File: config.mk
export PLATFORM = sky130hd
export DESIGN_NAME = multi_port_circ_buffer_flat
export DESIGN_NICKNAME = d
export VERILOG_FILES = /design/src/rtl/multi_port_circ_buffer_pkg.sv /design/src/rtl/multi_port_circ_buffer_if.sv /design/src/rtl/multi_port_circ_buffer_ctrl.sv /design/src/rtl/multi_port_circ_buffer.sv /design/src/flat_wrapper.sv
export SDC_FILE = /design/constraint.sdc
export NUM_CORES = 1
export LEC_CHECK = 0
export CAP_MARGIN = 20
export CORE_MARGIN = 1.5
export CORE_UTILIZATION = 44
export CTS_BUF_LIST = sky130_fd_sc_hd__clkbuf_4 sky130_fd_sc_hd__clkbuf_8
export CTS_CLUSTER_DIAMETER = 150
export DETAILED_ROUTE_END_ITERATION = 10
export SKIP_CTS_REPAIR_TIMING = 1
export SYNTH_ARGS = -nofsm -noshare
export SYNTH_HDL_FRONTEND = slang
export SYNTH_SLANG_ARGS = --single-unit
export TNS_END_PERCENT = 50
File: constraint.sdc
create_clock -name clk -period 5.49 [get_ports clk]
set_clock_uncertainty 0.15 [all_clocks]
set_input_delay 1.3725 -clock clk [delete_from_list [all_inputs] [get_ports clk]]
set_output_delay 1.3725 -clock clk [all_outputs]
set_load 0.05 [all_outputs]
File: src/rtl/multi_port_circ_buffer_pkg.sv
// Shared widths and pointer arithmetic for the multi-port circular buffer.
// Pure declarations: no latency, no flow control.
package circ_buffer_pkg;

    localparam int MEM_SIZE_DEF  = 8;
    localparam int PAR_WRITE_DEF = 4;
    localparam int PAR_READ_DEF  = 1;

    localparam int PTR_W = $clog2(MEM_SIZE_DEF);
    localparam int LVL_W = $clog2(MEM_SIZE_DEF + 1);
    localparam int NUM_W = $clog2(PAR_WRITE_DEF + 1);

    // ptr < mem_size and inc <= mem_size, so one conditional subtract is enough
    function automatic int wrap_add(input int ptr, input int inc, input int mem_size);
        int sum;
        sum = ptr + inc;
        if (sum >= mem_size)
            sum = sum - mem_size;
        return sum;
    endfunction

endpackage

File: src/rtl/multi_port_circ_buffer_if.sv
// Producer/consumer bundle for the circular buffer.
// Combinational wires only; ready/valid/full/almost_full carry the backpressure.
interface multi_port_circ_buffer_if #(
    parameter int SIZE      = 16,
    parameter int MEM_SIZE  = 8,
    parameter int PAR_WRITE = 4,
    parameter int PAR_READ  = 1
);
    localparam int NUM_W = $clog2(PAR_WRITE + 1);
    localparam int LVL_W = $clog2(MEM_SIZE + 1);

    logic                      clear;
    logic                      wen;
    logic [NUM_W-1:0]          wnum;
    logic [PAR_WRITE*SIZE-1:0] din;
    logic                      ren;
    logic [PAR_READ*SIZE-1:0]  dout;
    logic                      valid;
    logic                      ready;
    logic                      full;
    logic                      empty;
    logic                      almost_full;
    logic [LVL_W-1:0]          level;
    logic                      overflow;
    logic                      underflow;

    modport master (
        output clear, wen, wnum, din, ren,
        input  dout, valid, ready, full, empty, almost_full, level, overflow, underflow
    );

    modport slave (
        input  clear, wen, wnum, din, ren,
        output dout, valid, ready, full, empty, almost_full, level, overflow, underflow
    );
endinterface

File: src/rtl/multi_port_circ_buffer_ctrl.sv
// Pointer/level bookkeeping and accept/reject decisions for the circular buffer.
// Updates one edge after the request; rejected requests only set the sticky flags.
module circ_buffer_ctrl
    import circ_buffer_pkg::*;
#(
    parameter int MEM_SIZE  = 8,
    parameter int PAR_WRITE = 4,
    parameter int PAR_READ  = 1,
    parameter int PTR_W     = 3,
    parameter int LVL_W     = 4,
    parameter int NUM_W     = 3
) (
    input  logic             clk,
    input  logic             rstn,
    input  logic             clear,
    input  logic             wen,
    input  logic [NUM_W-1:0] wnum,
    input  logic             ren,
    output logic [PTR_W-1:0] wptr,
    output logic [PTR_W-1:0] rptr,
    output logic [LVL_W-1:0] level,
    output logic             overflow,
    output logic             underflow,
    output logic             wr_acc,
    output logic             rd_acc
);

    logic wnum_ok;
    int   free_slots;
    int   level_nxt;

    // Decisions use the pre-edge level only: a same-cycle read frees nothing
    // for the write, and a same-cycle write supplies nothing to the read.
    always_comb begin
        free_slots = MEM_SIZE - int'(level);
        wnum_ok    = (wnum != '0) && (int'(wnum) <= PAR_WRITE);
        wr_acc     = wen && !clear && wnum_ok && (free_slots >= int'(wnum));
        rd_acc     = ren && !clear && (int'(level) >= PAR_READ);
        level_nxt  = int'(level) + (wr_acc ? int'(wnum) : 0) - (rd_acc ? PAR_READ : 0);
    end

    always_ff @(posedge clk) begin
        if (!rstn || clear) begin
            wptr      <= '0;
            rptr      <= '0;
            level     <= '0;
            overflow  <= 1'b0;
            underflow <= 1'b0;
        end else begin
            if (wr_acc)
                wptr <= PTR_W'(wrap_add(int'(wptr), int'(wnum), MEM_SIZE));
            if (rd_acc)
                rptr <= PTR_W'(wrap_add(int'(rptr), PAR_READ, MEM_SIZE));
            level <= LVL_W'(level_nxt);
            if (wen && !wr_acc)
                overflow <= 1'b1;
            if (ren && !rd_acc)
                underflow <= 1'b1;
        end
    end

endmodule

File: src/rtl/multi_port_circ_buffer.sv
// Circular buffer: 1..PAR_WRITE words in, PAR_READ words out per cycle.
// Zero read latency (dout follows rptr); writes visible the cycle after their edge.
// Backpressure via ready/full/almost_full; over-asks are dropped and flagged sticky.
module multi_port_circ_buffer
    import circ_buffer_pkg::*;
#(
    parameter int SIZE      = 16,
    parameter int MEM_SIZE  = 8,
    parameter int PAR_WRITE = 4,
    parameter int PAR_READ  = 1,
    parameter int AF_LEVEL  = MEM_SIZE - PAR_WRITE
) (
    input  logic                    clk,
    input  logic                    rstn,
    multi_port_circ_buffer_if.slave bus
);

    localparam int PTR_W_L = (MEM_SIZE > 1) ? $clog2(MEM_SIZE) : 1;
    localparam int LVL_W_L = $clog2(MEM_SIZE + 1);
    localparam int NUM_W_L = $clog2(PAR_WRITE + 1);

    logic [PTR_W_L-1:0] wptr;
    logic [PTR_W_L-1:0] rptr;
    logic [LVL_W_L-1:0] level;
    logic               wr_acc;
    logic               rd_acc;

    logic [SIZE-1:0]    mem   [MEM_SIZE];
    logic [PTR_W_L-1:0] waddr [PAR_WRITE];
    logic [PTR_W_L-1:0] raddr [PAR_READ];

    circ_buffer_ctrl #(
        .MEM_SIZE  (MEM_SIZE),
        .PAR_WRITE (PAR_WRITE),
        .PAR_READ  (PAR_READ),
        .PTR_W     (PTR_W_L),
        .LVL_W     (LVL_W_L),
        .NUM_W     (NUM_W_L)
    ) u_ctrl (
        .clk       (clk),
        .rstn      (rstn),
        .clear     (bus.clear),
        .wen       (bus.wen),
        .wnum      (bus.wnum),
        .ren       (bus.ren),
        .wptr      (wptr),
        .rptr      (rptr),
        .level     (level),
        .overflow  (bus.overflow),
        .underflow (bus.underflow),
        .wr_acc    (wr_acc),
        .rd_acc    (rd_acc)
    );

    // Per-lane addresses; lanes that cross the end wrap back to the start
    always_comb begin
        for (int i = 0; i < PAR_WRITE; i++)
            waddr[i] = PTR_W_L'(wrap_add(int'(wptr), i, MEM_SIZE));
        for (int j = 0; j < PAR_READ; j++)
            raddr[j] = PTR_W_L'(wrap_add(int'(rptr), j, MEM_SIZE));
    end

    always_ff @(posedge clk) begin
        for (int i = 0; i < PAR_WRITE; i++) begin
            if (wr_acc && (i < int'(bus.wnum)))
                mem[waddr[i]] <= bus.din[i*SIZE +: SIZE];
        end
    end

    assign bus.level       = level;
    assign bus.valid       = int'(level) >= PAR_READ;
    assign bus.ready       = (MEM_SIZE - int'(level)) >= PAR_WRITE;
    assign bus.full        = int'(level) == MEM_SIZE;
    assign bus.empty       = level == '0;
    assign bus.almost_full = int'(level) >= AF_LEVEL;

    // Memory is never reset, so hide stale contents until data is present
    always_comb begin
        bus.dout = '0;
        if (bus.valid) begin
            for (int j = 0; j < PAR_READ; j++)
                bus.dout[j*SIZE +: SIZE] = mem[raddr[j]];
        end
    end

endmodule

File: src/flat_wrapper.sv
// flat-port wrapper written by rule: the top's interface ports become plain ports
module multi_port_circ_buffer_flat import circ_buffer_pkg::*;
#(
    parameter int SIZE      = 16,
    parameter int MEM_SIZE  = 8,
    parameter int PAR_WRITE = 4,
    parameter int PAR_READ  = 1,
    parameter int AF_LEVEL  = MEM_SIZE - PAR_WRITE
)
  (clk, rstn, bus_clear, bus_wen, bus_wnum, bus_din, bus_ren, bus_dout, bus_valid, bus_ready, bus_full, bus_empty, bus_almost_full, bus_level, bus_overflow, bus_underflow);
  multi_port_circ_buffer_if #(.SIZE(SIZE), .MEM_SIZE(MEM_SIZE), .PAR_WRITE(PAR_WRITE), .PAR_READ(PAR_READ)) bus_i ();
  input  logic clk;
  input  logic rstn;
  input wire logic [$bits(bus_i.clear)-1:0] bus_clear;
  input wire logic [$bits(bus_i.wen)-1:0] bus_wen;
  input wire logic [$bits(bus_i.wnum)-1:0] bus_wnum;
  input wire logic [$bits(bus_i.din)-1:0] bus_din;
  input wire logic [$bits(bus_i.ren)-1:0] bus_ren;
  output wire logic [$bits(bus_i.dout)-1:0] bus_dout;
  output wire logic [$bits(bus_i.valid)-1:0] bus_valid;
  output wire logic [$bits(bus_i.ready)-1:0] bus_ready;
  output wire logic [$bits(bus_i.full)-1:0] bus_full;
  output wire logic [$bits(bus_i.empty)-1:0] bus_empty;
  output wire logic [$bits(bus_i.almost_full)-1:0] bus_almost_full;
  output wire logic [$bits(bus_i.level)-1:0] bus_level;
  output wire logic [$bits(bus_i.overflow)-1:0] bus_overflow;
  output wire logic [$bits(bus_i.underflow)-1:0] bus_underflow;
  assign bus_i.clear = bus_clear;
  assign bus_i.wen = bus_wen;
  assign bus_i.wnum = bus_wnum;
  assign bus_i.din = bus_din;
  assign bus_i.ren = bus_ren;
  assign bus_dout = bus_i.dout;
  assign bus_valid = bus_i.valid;
  assign bus_ready = bus_i.ready;
  assign bus_full = bus_i.full;
  assign bus_empty = bus_i.empty;
  assign bus_almost_full = bus_i.almost_full;
  assign bus_level = bus_i.level;
  assign bus_overflow = bus_i.overflow;
  assign bus_underflow = bus_i.underflow;
  multi_port_circ_buffer #(.SIZE(SIZE), .MEM_SIZE(MEM_SIZE), .PAR_WRITE(PAR_WRITE), .PAR_READ(PAR_READ), .AF_LEVEL(AF_LEVEL)) u_core (.clk(clk), .rstn(rstn), .bus(bus_i));
endmodule
Yosys cells after proc, flatten, opt, wreduce, memory -nomap -nowiden

Memory sizes are Yosys's and may differ from the RTL's.
Cells that the tools add are included.

Bits in registers: 12
Bits in writable memories: 128
Input port bits: 72
Output and inout port bits: 27
Logic and storage cells: 75
Memories: 1

Add/sub/neg operators: 15
Magnitude comparators: 16
Equal/unequal tests: 1
Mux-type cells: 18
Reduce and logical (&&, ||, !) cells: 19

Memory list:

| memory     | depth | width | read ports | clocked after memory_dff | write ports | line                         | source |
|---|---|---|---|---|---|---|---|
| u_core.mem | 8     | 16    | 1          | 0                        | 4           | multi_port_circ_buffer.sv:28 | `logic [SIZE-1:0] mem [MEM_SIZE];` |

Operator list:

| cell                  | number |
|---|---|
| $ge A32 B4 Y1         | 1 |
| $ge A32 B4 Y1 const B | 1 |
| $mux W3               | 8 |
| $sub A3 B1 Y3 const B | 7 |
| $ge A4 B4 Y1 const B  | 5 |
| $mux W16              | 1 |
| $logic_and A1 B1 Y1   | 12 |
| $mux W1               | 9 |
| $add A3 B1 Y4 const B | 2 |
| $add A3 B2 Y4 const B | 2 |
| $ge A3 B4 Y1 const B  | 2 |
| $lt A1 B3 Y1 const A  | 2 |
| $lt A2 B3 Y1 const A  | 2 |
| $sub A4 B4 Y5 const A | 1 |
| $add A3 B3 Y4         | 1 |
| $add A4 B3 Y4         | 1 |
| $eq A4 B4 Y1 const B  | 1 |
| $ge A4 B1 Y1 const B  | 1 |
| $ge A4 B3 Y1 const B  | 1 |
| $logic_not A1 Y1      | 4 |
| $logic_not A4 Y1      | 1 |
| $sub A4 B1 Y4         | 1 |
| $le A3 B3 Y1 const B  | 1 |
| $reduce_bool A3 Y1    | 1 |
| $logic_or A1 B1 Y1    | 1 |

Depth between registers and ports, before layout

Gate-level depths: netlist (run 1).

Depth after elaboration: 7
Gate-level depth with buffers: 15
Depth with buffers taken out: 15

Modules after synthesis

Synthesis (run 1) repeated with hierarchy kept, for this count alone.

Cells, all modules: 993
Area total of the unflattened synthesis: 9322.7 µm²

By module, submodules not included:

| module                 | times used | cells an instance | area each (µm²) | sequential area each (µm²) |
|---|---|---|---|---|
| multi_port_circ_buffer | 1          | 898               | 8474.4          | 3843.7 |
| circ_buffer_ctrl       | 1          | 95                | 848.3           | 240.2 |

Worst setup path after synthesis (run 1)

OpenSTA, ideal clock, no wires.

Path kind: input to register
Start: input port bus_wnum[2]
End: memory u_core.mem[4][0] (enable)
Library setup time: 411 ps
Data arrival time: 4318 ps
Data required time: 4929 ps
Slack: 610 ps
Stages: 10
Path buffers: 2
Cells stage by stage: buf_4 -> inv_1 -> ha_1 -> o21ai_0 -> o21bai_1 -> clkbuf_1 -> o21ai_2 -> nor2_1 -> inv_1 -> o21ai_0

RTL lines:

| what               | line                         | source |
|---|---|---|
| start: declaration | flat_wrapper.sv:16           | `input wire logic [$bits(bus_i.wnum)-1:0] bus_wnum;` |
| end: declaration   | multi_port_circ_buffer.sv:28 |  |

==> results of run 1 <==
[registers in the layout, summed over array words and instances, names as in the netlist, named ones only]
register                 cells
u_core.u_ctrl.underflow      1
u_core.u_ctrl.level          4
u_core.u_ctrl.rptr           3
u_core.mem                 128
u_core.u_ctrl.wptr           3
u_core.u_ctrl.overflow       1
[worst max path at each step]
stage,startpoint,to,depth (start not counted)
6_report,register,bus_dout[1],5
5_1_grt,register,bus_dout[1],5
4_1_cts,register,bus_dout[1],5
3_5_place_dp,bus_wnum[2],u_core.mem[4][7],8
3_3_place_gp,bus_wnum[2],u_core.mem[4][10],8
2_1_floorplan,bus_wnum[2],u_core.mem[4][0],10
[metal layers]
layer	wire length (microns)	up-vias
li1	-	3945
met4	1090	0
met2	16700	394
met5	0	-
met3	2520	80
met1	14800	4144
[critical path: stages (launching register included)]
cell and delay (ns):
dfxtp_2 0.81, buf_4 0.36, mux4_2 0.54, mux2i_1 0.20, nor2_1 0.06, clkdlybuf4s50_1 0.71
[placed cells by master (no fill, tap or decap), types with 3 or more instances in the layout]
cell             count
clkdlybuf4s50_1     98
and2_1              33
a21oi_1              6
a2111oi_2            3
mux4_2              32
o31ai_1             18
ha_1                16
nor3_4               4
a211oi_1            49
buf_4               38
clkbuf_4             4
xnor2_1              6
clkinvlp_4           3
o211ai_1             4
o211ai_2             5
bufinv_16            4
or2_1                4
mux2_2              80
edfxtp_1           128
dfxtp_1             14
nand2b_1             7
or3_1                3
clkbuf_8            17
and3_1               6
inv_1               21
nor3_1              18
a21o_1              17
o21ai_1             30
mux2i_1             97
nor2_1              69
o21ai_0            105
xor2_1               6
nand2_1            126
[cells by family (layout without fill, tap and decap cells)]
logic type	after synthesis	count (layout)	synth area share, %
AOI/OAI and AO/OA	249	249	15.3
muxes	209	209	24.3
adders and majority gates	18	18	2.25
and+or+nand+nor	285	285	12.6
buffers and inverters	114	192	5.74
DFF	143	143	38.9
xor gates and xnor gates	12	12	0.986
[power breakdown]
group          leakage, nW  total [mW]  internal [mW]  switching, mW
Clock                0.209       0.939          0.513          0.427
Combinational         2.93       0.896          0.335          0.561
Sequential            1.28        1.26           1.23         0.0332
[through the flow]
step	total power [mW]	area (sq um)	util (%)	worst slack (ns)	hold WS [ns]
after floorplan	1.86	10700	-	0.610	0.335
after global placement	2.18	11900	50.2	0.516	0.294
after detailed placement	2.18	11900	50.2	0.384	0.293
after CTS	3.10	12300	52.1	0.726	0.306
after global routing	3.21	12300	52.1	0.621	0.329
final	3.10	12300	52.1	0.809	0.302
[area by class of cell]
| class | count | share of cell area, % |
|---|---|---|
| multi-input combinational | 773 | 48.2 |
| sequential | 143 | 33.7 |
| timing repair buffer | 139 | 10.7 |
| tap | 319 | 3.24 |
| clock buffer | 21 | 2.15 |
| clock inverter | 11 | 1.33 |
| inverter | 21 | 0.641 |
==> out/summary.md, run 1 <==
The synthesized netlist net count is 1120. Summed negative setup slack over all endpoints: 0 ns. Of all cell types, the one taking the most synthesized area is edfxtp_1. edfxtp_1 is the most common cell in the netlist.

The CTS clock-pin slew for the worst setup and hold paths works out to 0.08 ns. The path type of the worst min-delay path was reg -> reg. In this run the biggest area consumer among cell types represents 36.1% of the synthesized area. The largest net degree at the start of global routing is 33, and the number of placed instances with taps included is 1394. Cells with a size suffix above 1 make up 19.2% of the layout. The tools report the type of element launching the critical path as a register. Of the available clock period, the critical path in the final layout requires 85.3%.

Final RePlAce weighted congestion: 0.827. The number of inserted filler cells in the final layout is 2133. For the full die area, the log shows 0.0252 sq mm. After technology mapping, the gate count stands at 1030. Yosys mapped the design onto 55 distinct sky130hd cell types. The floorplan step set the die width to 159 microns. The tools report the hold violation count in the final report as 0. The detailed-routing iteration count for the pre-antenna-repair pass was 5; the static power due to leakage was 4.42 nW. Of all nets on the critical path, the largest fanout is 18.

For flop-to-flop paths, the worst setup slack is 1.67 ns. Input and output buffers added on the ports amount to 98. The average wire per standard cell is 24.6 microns. The y dimension of the die is 159 microns. The critical path data arrival time is 3.16 ns, and the number of enable-type register cells in the synthesized netlist is 128. Max-cap violations in this run came to 0. The initial utilization of the core area, before any placement, comes to 45.1%. The number of placed I/O pins is 99. Ranked by instance count, the synthesized netlist is headed by 128 x edfxtp_1, 126 x nand2_1, 106 x o21ai_0. The required arrival time at the worst endpoint came out at 3.97 ns. Averaged over all synthesized cells, the footprint is 10.3 sq um. The run gives 0 as the number of antenna violations at the first check in global routing.

The tools report the sink of the worst hold path as u_core.u_ctrl.underflow. The worst path needs 4.68 ns of the cycle, external delays included. The number of cells on the worst reg-to-reg path is 12. The count of state elements after synthesis came out at 143.

The tools report the source of the worst register-to-register timing path as u_core.u_ctrl.level[0]. The count of pins over their slew limit was 0; the count of nets after finishing was 1185. The clock reaches the later pin of the worst-skew pair after 0.45 ns. Setup repair after global routing left no endpoint under its margin. The actual transition at the worst max-transition pin is 1.01 ns. Number of antenna-violating nets in the routed design: 0. In this run the most used layer during global routing was met2. The met2 routing resource usage after global routing was 47.4%. The worst slew margin relative to its limit was 32.9%; the number of inserted diodes was 0. The cell sitting at the root of the clock tree is a clkbuf_8. The logs give 214 MHz for the fmax and 22.7 mm for the detailed placement HPWL. The power density relative to cell area is 252 mW/mm^2.

The post-synthesis to final-layout area growth works out to 15.4%. The launch point of the worst hold path is u_core.u_ctrl.underflow. For the worst supply voltage drop on vdd, the log shows 0.219 mV. The endpoint identified for the worst register-to-register timing path is u_core.mem[4][11]. The finished layout holds 1427 standard cells, fillers aside. Placeable core area: 0.0236 sq mm. The worst hold path passes through 2 cells. The routed design has 35.1 mm of wire. TritonCTS built the clock tree. The register area is 0.00415 sq mm. The type of the worst setup path is reg -> out. The mapped netlist covers 0.0107 sq mm. The run gives 0 as the number of design rule violations left after detail routing. The run finished with clean final reports. After the first detailed-routing iteration, the DRC count stood at 676. For the final global-route overflow total, the log shows 0. STA classifies the critical path endpoint as a primary output. The fraction of registers with async set/reset works out to 0%. The number of global-route vias before repair was 8307. For met3 alone, demand over resource in global routing was 4.74%.

Buffers inserted during clock tree synthesis total 17. The yosys synthesis warning count is 0, and the multi-input combinational cell area is 0.00593 sq mm. In the post-synthesis netlist, the biggest area contributors are edfxtp_1 36%, mux2i_1 9.1%, mux2_2 8.5%. Among all flip-flop cells after synthesis, the most frequent one is edfxtp_1. In the global route stage, met1 resource usage came out at 39.0%. The floorplan has 56 rows. The first global-routing pass estimated 52.7 mm of wire. Global routing consumed, over all layers together, 29.0% of the routing resources. The average vias per placed instance works out to 6.00. The tree built by TritonCTS fans out to 143 sinks. Summing the sequential cell areas from Yosys gives 38.9% of the chip area. H-tree depth: 4. Counting along the longest clock path gives a buffer depth of 2. The routed layout has 8563 vias. Setup violations remaining at the end of the flow were counted as 0.
No activity file was read; power rests on OpenSTA's default activity.
==> run 2: changes to the inputs <==
--- a/config.mk
+++ b/config.mk
@@ -6,7 +6,7 @@
 export NUM_CORES = 1
 export LEC_CHECK = 0
 export CAP_MARGIN = 20
-export CORE_MARGIN = 1.5
+export CORE_MARGIN = 2
 export CORE_UTILIZATION = 44
 export CTS_BUF_LIST = sky130_fd_sc_hd__clkbuf_4 sky130_fd_sc_hd__clkbuf_8
 export CTS_CLUSTER_DIAMETER = 150
==> run 2 against run 1 <==
Against the previous run: flip-flop and latch count stayed put; die area is 1.3% higher; combinational power is 1% higher; wire length is 2.8% higher; sequential share of layout area stayed put; first-iteration DRC count is 38% higher; hold slack better by 0.0091 ns; cell count is 0.35% higher; global-route usage is 0.67 points lower; core utilization stayed put; sequential power hardly changed; fmax is 0.19% higher.
==> out/summary.md, run 2 (synthesized netlist as in run 1, its figures left out) <==
The initial utilization of the core area, before any placement, comes to 45.1%. Share of the clock period used by the worst path: 85.1%. In the routed layout, each cell is associated on average with a via count of 6.10. The actual transition at the worst max-transition pin came out at 1.07 ns.

The flow ran to the end, and the final reports show no timing, DRC or antenna violations. The fmax came out at 214 MHz. The combinational fraction of design power is 29.9%. For the power dissipated by switching net loads, the log shows 1.06 mW.

For flop-to-flop paths, the worst setup slack is 1.52 ns. In this run the worst path has a maximum fanout of 17. For the number of max-capacitance violations reported, the log shows 0. The final critical-path required period is 4.67 ns, and the number of antenna violations at the first check in global routing is 0. Post-synthesis to final-layout area growth: 15.4%. Cell chosen for the clock root: clkbuf_8. In this run switching power makes up 35.0% of total power. The tools report the placeable core area as 0.0236 sq mm. IR analysis of the VDD net gives a maximum drop of 0.273 mV.

The analysis attributes to cell leakage a power of 4.43 nW. The CTS clock-pin slew for the worst setup and hold paths came out at 0.09 ns. The critical path starts at u_core.u_ctrl.level[0]. Setup violations remaining at the end of the flow were counted as 0.

The worst slew margin relative to its limit is 28.1%, and the sequential group share of total power is 41.4%. Buffers placed on the I/O ports in this run total 98. At the end of the flow, the number of nets in the layout was 1190. In this run, the number of DRC markers left after iteration 0 of detailed routing was 932. In this run, the clock network consumes 28.7% of the power. For the number of antenna-violating nets in the routed design, the log shows 0. The count of pins over their slew limit was 0; the average wire per standard cell was 25.2 microns. Data arrives at the worst endpoint at 3.15 ns. Measured along the x axis, the die boundary spans 160 microns. The first detailed-routing pass took 5 iterations. Final global-route overflow total: 0.

The run gives 0 as the hold violation count in the final report. Entering global routing, the biggest net connects 33 pins. The summed area of non-filler cells in the final layout is 0.0123 sq mm. The H-tree depth is 4. The worst setup path is of the reg -> out kind.

The library cell used most frequently in the layout, excluding fill and tap cells, is edfxtp_1. The tightest min-delay check is of the reg -> reg type. Clock latency on the worst-skew pair, taken at its later pin, is 0.46 ns.

TritonCTS built the clock tree. The worst setup path is launched from a register. The number of inserted diodes was 0. The source of the worst register-to-register timing path is u_core.u_ctrl.wptr[0]. Total internal power: 1.97 mW.

The run gives 56 as the number of placement rows. Setup repair after global routing left no endpoint under its margin. The tools report the required arrival time at the worst endpoint as 3.97 ns. Global routing consumed, over all layers together, 28.4% of the routing resources. The first-pass GRT wire length is 54.4 mm, and the instance area at placement is 0.0119 sq mm.

The fraction of layout cells with a size suffix above 1 is 19.7%, and the number of global-route vias before repair is 8510. For this run, design rule violations remaining after detail routing come to 0. The full die area is 0.0255 sq mm, and the number of buffers on the longest clock path is 2. In the layout the commonest cells are 128 x edfxtp_1, 126 x nand2_1, 105 x o21ai_0. Buffers inserted during clock tree synthesis total 17. The logs give 0 ns for the summed negative setup slack over all endpoints and 23.6 mm for the detailed placement HPWL.

The register with the most flip-flops in the layout has 128 of them. The critical path endpoint category is a primary output. In this run the power density over the cells is 247 mW/mm^2.

The congestion estimate from routability-driven global placement came to 0.873. Detailed-route via count: 8740. For the total clock sinks, the log shows 143.

The die is 160 microns tall. The run gives 36.0 mm as the total detailed-routing wirelength. Launch point of the worst hold path: u_core.u_ctrl.underflow. For this design the top-level I/O count stands at 99.
run 2: power by group through the flow:
stage,combinational [mW],sequential [mW],clock (mW)
after detailed placement,0.905,1.28,0
final,0.907,1.26,0.873
after CTS,0.907,1.26,0.878
after floorplan,0.574,1.28,0
after global routing,0.968,1.26,0.917
after global placement,0.897,1.28,0
run 2: layer usage:
layer,global-route usage [%],vias to the layer above,wire [microns]
met5,0,-,0
met4,10.9,0,1330
met3,4.39,86,2980
met2,43.0,486,15700
met1,40.9,4206,16000
li1,-,3962,-
run 2: stage by stage:
stage	total power, mW	cells	hold slack [ns]	util [%]	worst slack, ns
6_report	3.04	1432	0.311	52.1	0.818
5_1_grt	3.15	1432	0.350	52.1	0.596
3_5_place_dp	2.19	1400	0.296	50.4	0.485
2_1_floorplan	1.86	1030	0.335	-	0.610
3_3_place_gp	2.18	1400	0.284	50.4	0.547
4_1_cts	3.04	1432	0.312	52.1	0.753
run 2: path summary, 6_finish.rpt:
check	endpoint	cells after the start
min	u_core.u_ctrl.underflow	2
min reg2reg	u_core.u_ctrl.underflow	2
max reg2reg	u_core.mem[4][15]	8
max	bus_dout[15]	7
run 2: area by class of cell:
cell class                 instances  area [sq um]
clock buffer                      17           234
tap                              319           399
sequential                       143          4150
timing repair buffer             144          1350
inverter                          21          78.8
fill                            2150         11300
multi-input combinational        773          5930
clock inverter                    15           160
run 2: worst max-delay path, cell delays in order (launching register included):
cell and delay (ns):
dfxtp_1 0.37, inv_1 0.16, ha_1 0.26, nand2b_1 0.27, nor3_2 0.46, buf_4 0.35, nor2_1 0.10, clkdlybuf4s50_1 0.71
==> run 3: changes to the inputs <==
--- a/config.mk
+++ b/config.mk
@@ -11,6 +11,7 @@
 export CTS_BUF_LIST = sky130_fd_sc_hd__clkbuf_4 sky130_fd_sc_hd__clkbuf_8
 export CTS_CLUSTER_DIAMETER = 150
 export DETAILED_ROUTE_END_ITERATION = 10
+export MAX_ROUTING_LAYER = met4
 export SKIP_CTS_REPAIR_TIMING = 1
 export SYNTH_ARGS = -nofsm -noshare
 export SYNTH_HDL_FRONTEND = slang
==> run 3 against run 2 <==
Against the previous run: wire length is 0.16% lower; sequential share of layout area is the same; fmax grew 0.58%; die area stayed put; count of clock-buffer cells in the layout stayed put; clock power about the same; register-to-register slack is essentially flat; core utilization is the same; first-iteration DRC count rose by 3.3%; design area did not move.
==> out/summary.md, run 3 (synthesized netlist as in run 1, its figures left out) <==
The run gives 0 as the hold violation count in the final report. The y dimension of the die works out to 160 microns. The critical path starts at u_core.u_ctrl.level[0]. Timing would allow up to 215 MHz. The CTS clock-pin slew for the worst setup and hold paths is 0.10 ns, and the placeable core area is 0.0236 sq mm.

The H-tree was split into 4 levels. The register with the most flip-flops in the layout has 128 of them. The share of the clock period used by the worst path came out at 84.6%. The worst setup path is of the reg -> out kind.

The final count of negative-setup-slack endpoints was 0; the average wire per standard cell was 25.1 microns. Detailed-route via count: 8729. The number of antenna violations at the first check in global routing was 0. The signal on the critical path passes through inv_1 -> ha_1 -> nand2b_1 -> nor3_2 -> buf_4 -> nor2_1 -> clkdlybuf4s50_1.

The tool flagged a number of max-cap violations equal to 0. The combinational fraction of design power came out at 29.8%. Of the total power, the share spent switching nets is 35.0%. The static power due to leakage was 4.43 nW; the final critical-path required period was 4.64 ns. The cell class contributing the biggest share of worst-path delay is buffers and inverters.

The detailed router put a total of 16.0 mm of wire on met1. The run gives 54.4 mm as the first-pass GRT wire length. The largest individual stage delay along the critical path comes from the cell clkdlybuf4s50_1. Prior to clock tree synthesis, the placed netlist has a worst setup slack of 0.485 ns.

The tools report the full die area as 0.0255 sq mm. The count of nets after finishing was 1190. The initial utilization of the core area, before any placement, comes to 45.1%.

In this run the power spent charging and discharging nets is 1.06 mW. The fraction of layout cells with a size suffix above 1 is 19.7%. The post-synthesis to final-layout area growth was 15.4%; the total clock sinks was 143. The die boundary width works out to 160 microns. The critical path endpoint category was a primary output.

The worst hold slack across all endpoints was 0.311 ns. For the count of pins over their slew limit, the log shows 0. The tree is rooted in a clkbuf_8. The detailed-routed wire length on met2 was 15.8 mm. For this run, design rule violations remaining after detail routing come to 0. In this run the tightest slew margin relative to its limit is 27.7%. In this run, the clock network consumes 28.7% of the power. Along the worst path, the maximum fanout reaches 17.

Once detail routing completed, the nets flagged for antenna violations numbered 0. The run gives 0.0123 sq mm as the summed area of non-filler cells in the final layout. Summed over all layers, the routed wires come to 36.0 mm.

For the final global-route overflow total, the log shows 0. In the layout the commonest cells are 128 x edfxtp_1, 126 x nand2_1, 105 x o21ai_0. TritonCTS built the clock tree.

For the final worst-path setup slack, the log shows 0.845 ns. The pre-antenna-repair detailed-routing pass consisted of 6 iterations. The run finished with clean final reports. The tools report the detailed placement HPWL as 23.6 mm. Global routing consumed, over all layers together, 29.3% of the routing resources.

Setup repair after global routing left no endpoint under its margin. The number of buffer and inverter stages on the critical path was 3. In the final timing run, aggregate negative setup slack is 0 ns. VDD sags by at most 0.273 mV. For this block, the initial DRC count from the detailed router was 963. The wire length on met3 came out at 2.98 mm. In this run the top signal layer used is met4.

The floorplan has 56 rows. The number of buffers on the longest clock path came out at 2. Source of the worst register-to-register timing path: u_core.u_ctrl.wptr[0]. For the pin with the worst max-slew slack, the measured transition is 1.08 ns.

Number of placed I/O pins: 99. The tools report the insertion delay of the later-clocked pin in the worst-skew pair as 0.46 ns. Entering global routing, the biggest net connects 33 pins. The tightest min-delay check is of the reg -> reg type. The startpoint identified for the worst hold timing path is u_core.u_ctrl.underflow.

The number of global-route vias before repair was 8508. For this design the ratio of total power to cell area is 247 mW/mm^2. For this run, the slowest stage of the critical path takes 0.70 ns. In this run the cell area measured after placement is 0.0119 sq mm.

The number of buffer cells added on primary ports came out at 98. The library cell used most frequently in the layout, excluding fill and tap cells, is edfxtp_1. STA classifies the critical path startpoint as a register. Data on the critical path arrives at its endpoint at 3.12 ns.

Counting the buffers created by CTS gives 17. Using the TritonRoute via totals, the vias-per-cell ratio works out to 6.10. Cell internal power was estimated by the tool at 1.97 mW. Required arrival time at the worst endpoint: 3.97 ns.

0 antenna diodes ended up in the layout. Of the total power, registers draw 41.4%. The final RePlAce weighted congestion was 0.888.
[run 3: cell counts in the layout (fill, tap and decap cells not counted)]
Identical to the previous run, type by type.
[run 3: routing by layer]
layer	vias to the layer above	GRT usage, %
li1	3954	-
met1	4181	41.3
met2	511	43.1
met3	83	3.84
met4	0	10.9
met5	-	-
[run 3: metrics by stage]
stage                     instances  utilization, %  total power, mW
final                          1432            52.1             3.04
after global routing           1432            52.1             3.15
after CTS                      1432            52.1             3.04
after detailed placement       1400            50.4             2.19
after global placement         1400            50.4             2.18
after floorplan                1030               -             1.86
[run 3: path summary, 6_finish.rpt]
path,to,slack [ns],cells past startpoint
min,u_core.u_ctrl.underflow,0.31,2
min reg2reg,u_core.u_ctrl.underflow,0.31,2
max,bus_dout[6],0.85,7
max reg2reg,u_core.mem[4][15],1.51,8
[run 3: final cells by class]
cell class | count | area [sq um]
fillers | 2150 | 11300
multi-input cells | 773 | 5930
flip-flops and latches | 143 | 4150
well taps | 319 | 399
clock inverters | 15 | 160
clock buffers | 17 | 234
repair buffers | 144 | 1350
inverters | 21 | 78.8
[run 3: power groups by stage]
stage / logic [mW] / registers, mW / clock network (mW)
after CTS: 0.907 / 1.26 / 0.878
final: 0.906 / 1.26 / 0.873
after global routing: 0.968 / 1.26 / 0.918
after detailed placement: 0.905 / 1.28 / 0
after global placement: 0.897 / 1.28 / 0
after floorplan: 0.574 / 1.28 / 0
[run 3: worst register-to-register path, cell delays in order (launching register included)]
cell	delay, ns
dfxtp_1	0.83
inv_1	0.23
ha_1	0.27
xnor2_1	0.51
nand3_1	0.29
or2_2	0.54
and3_1	0.27
o21ai_2	0.29
buf_4	0.30
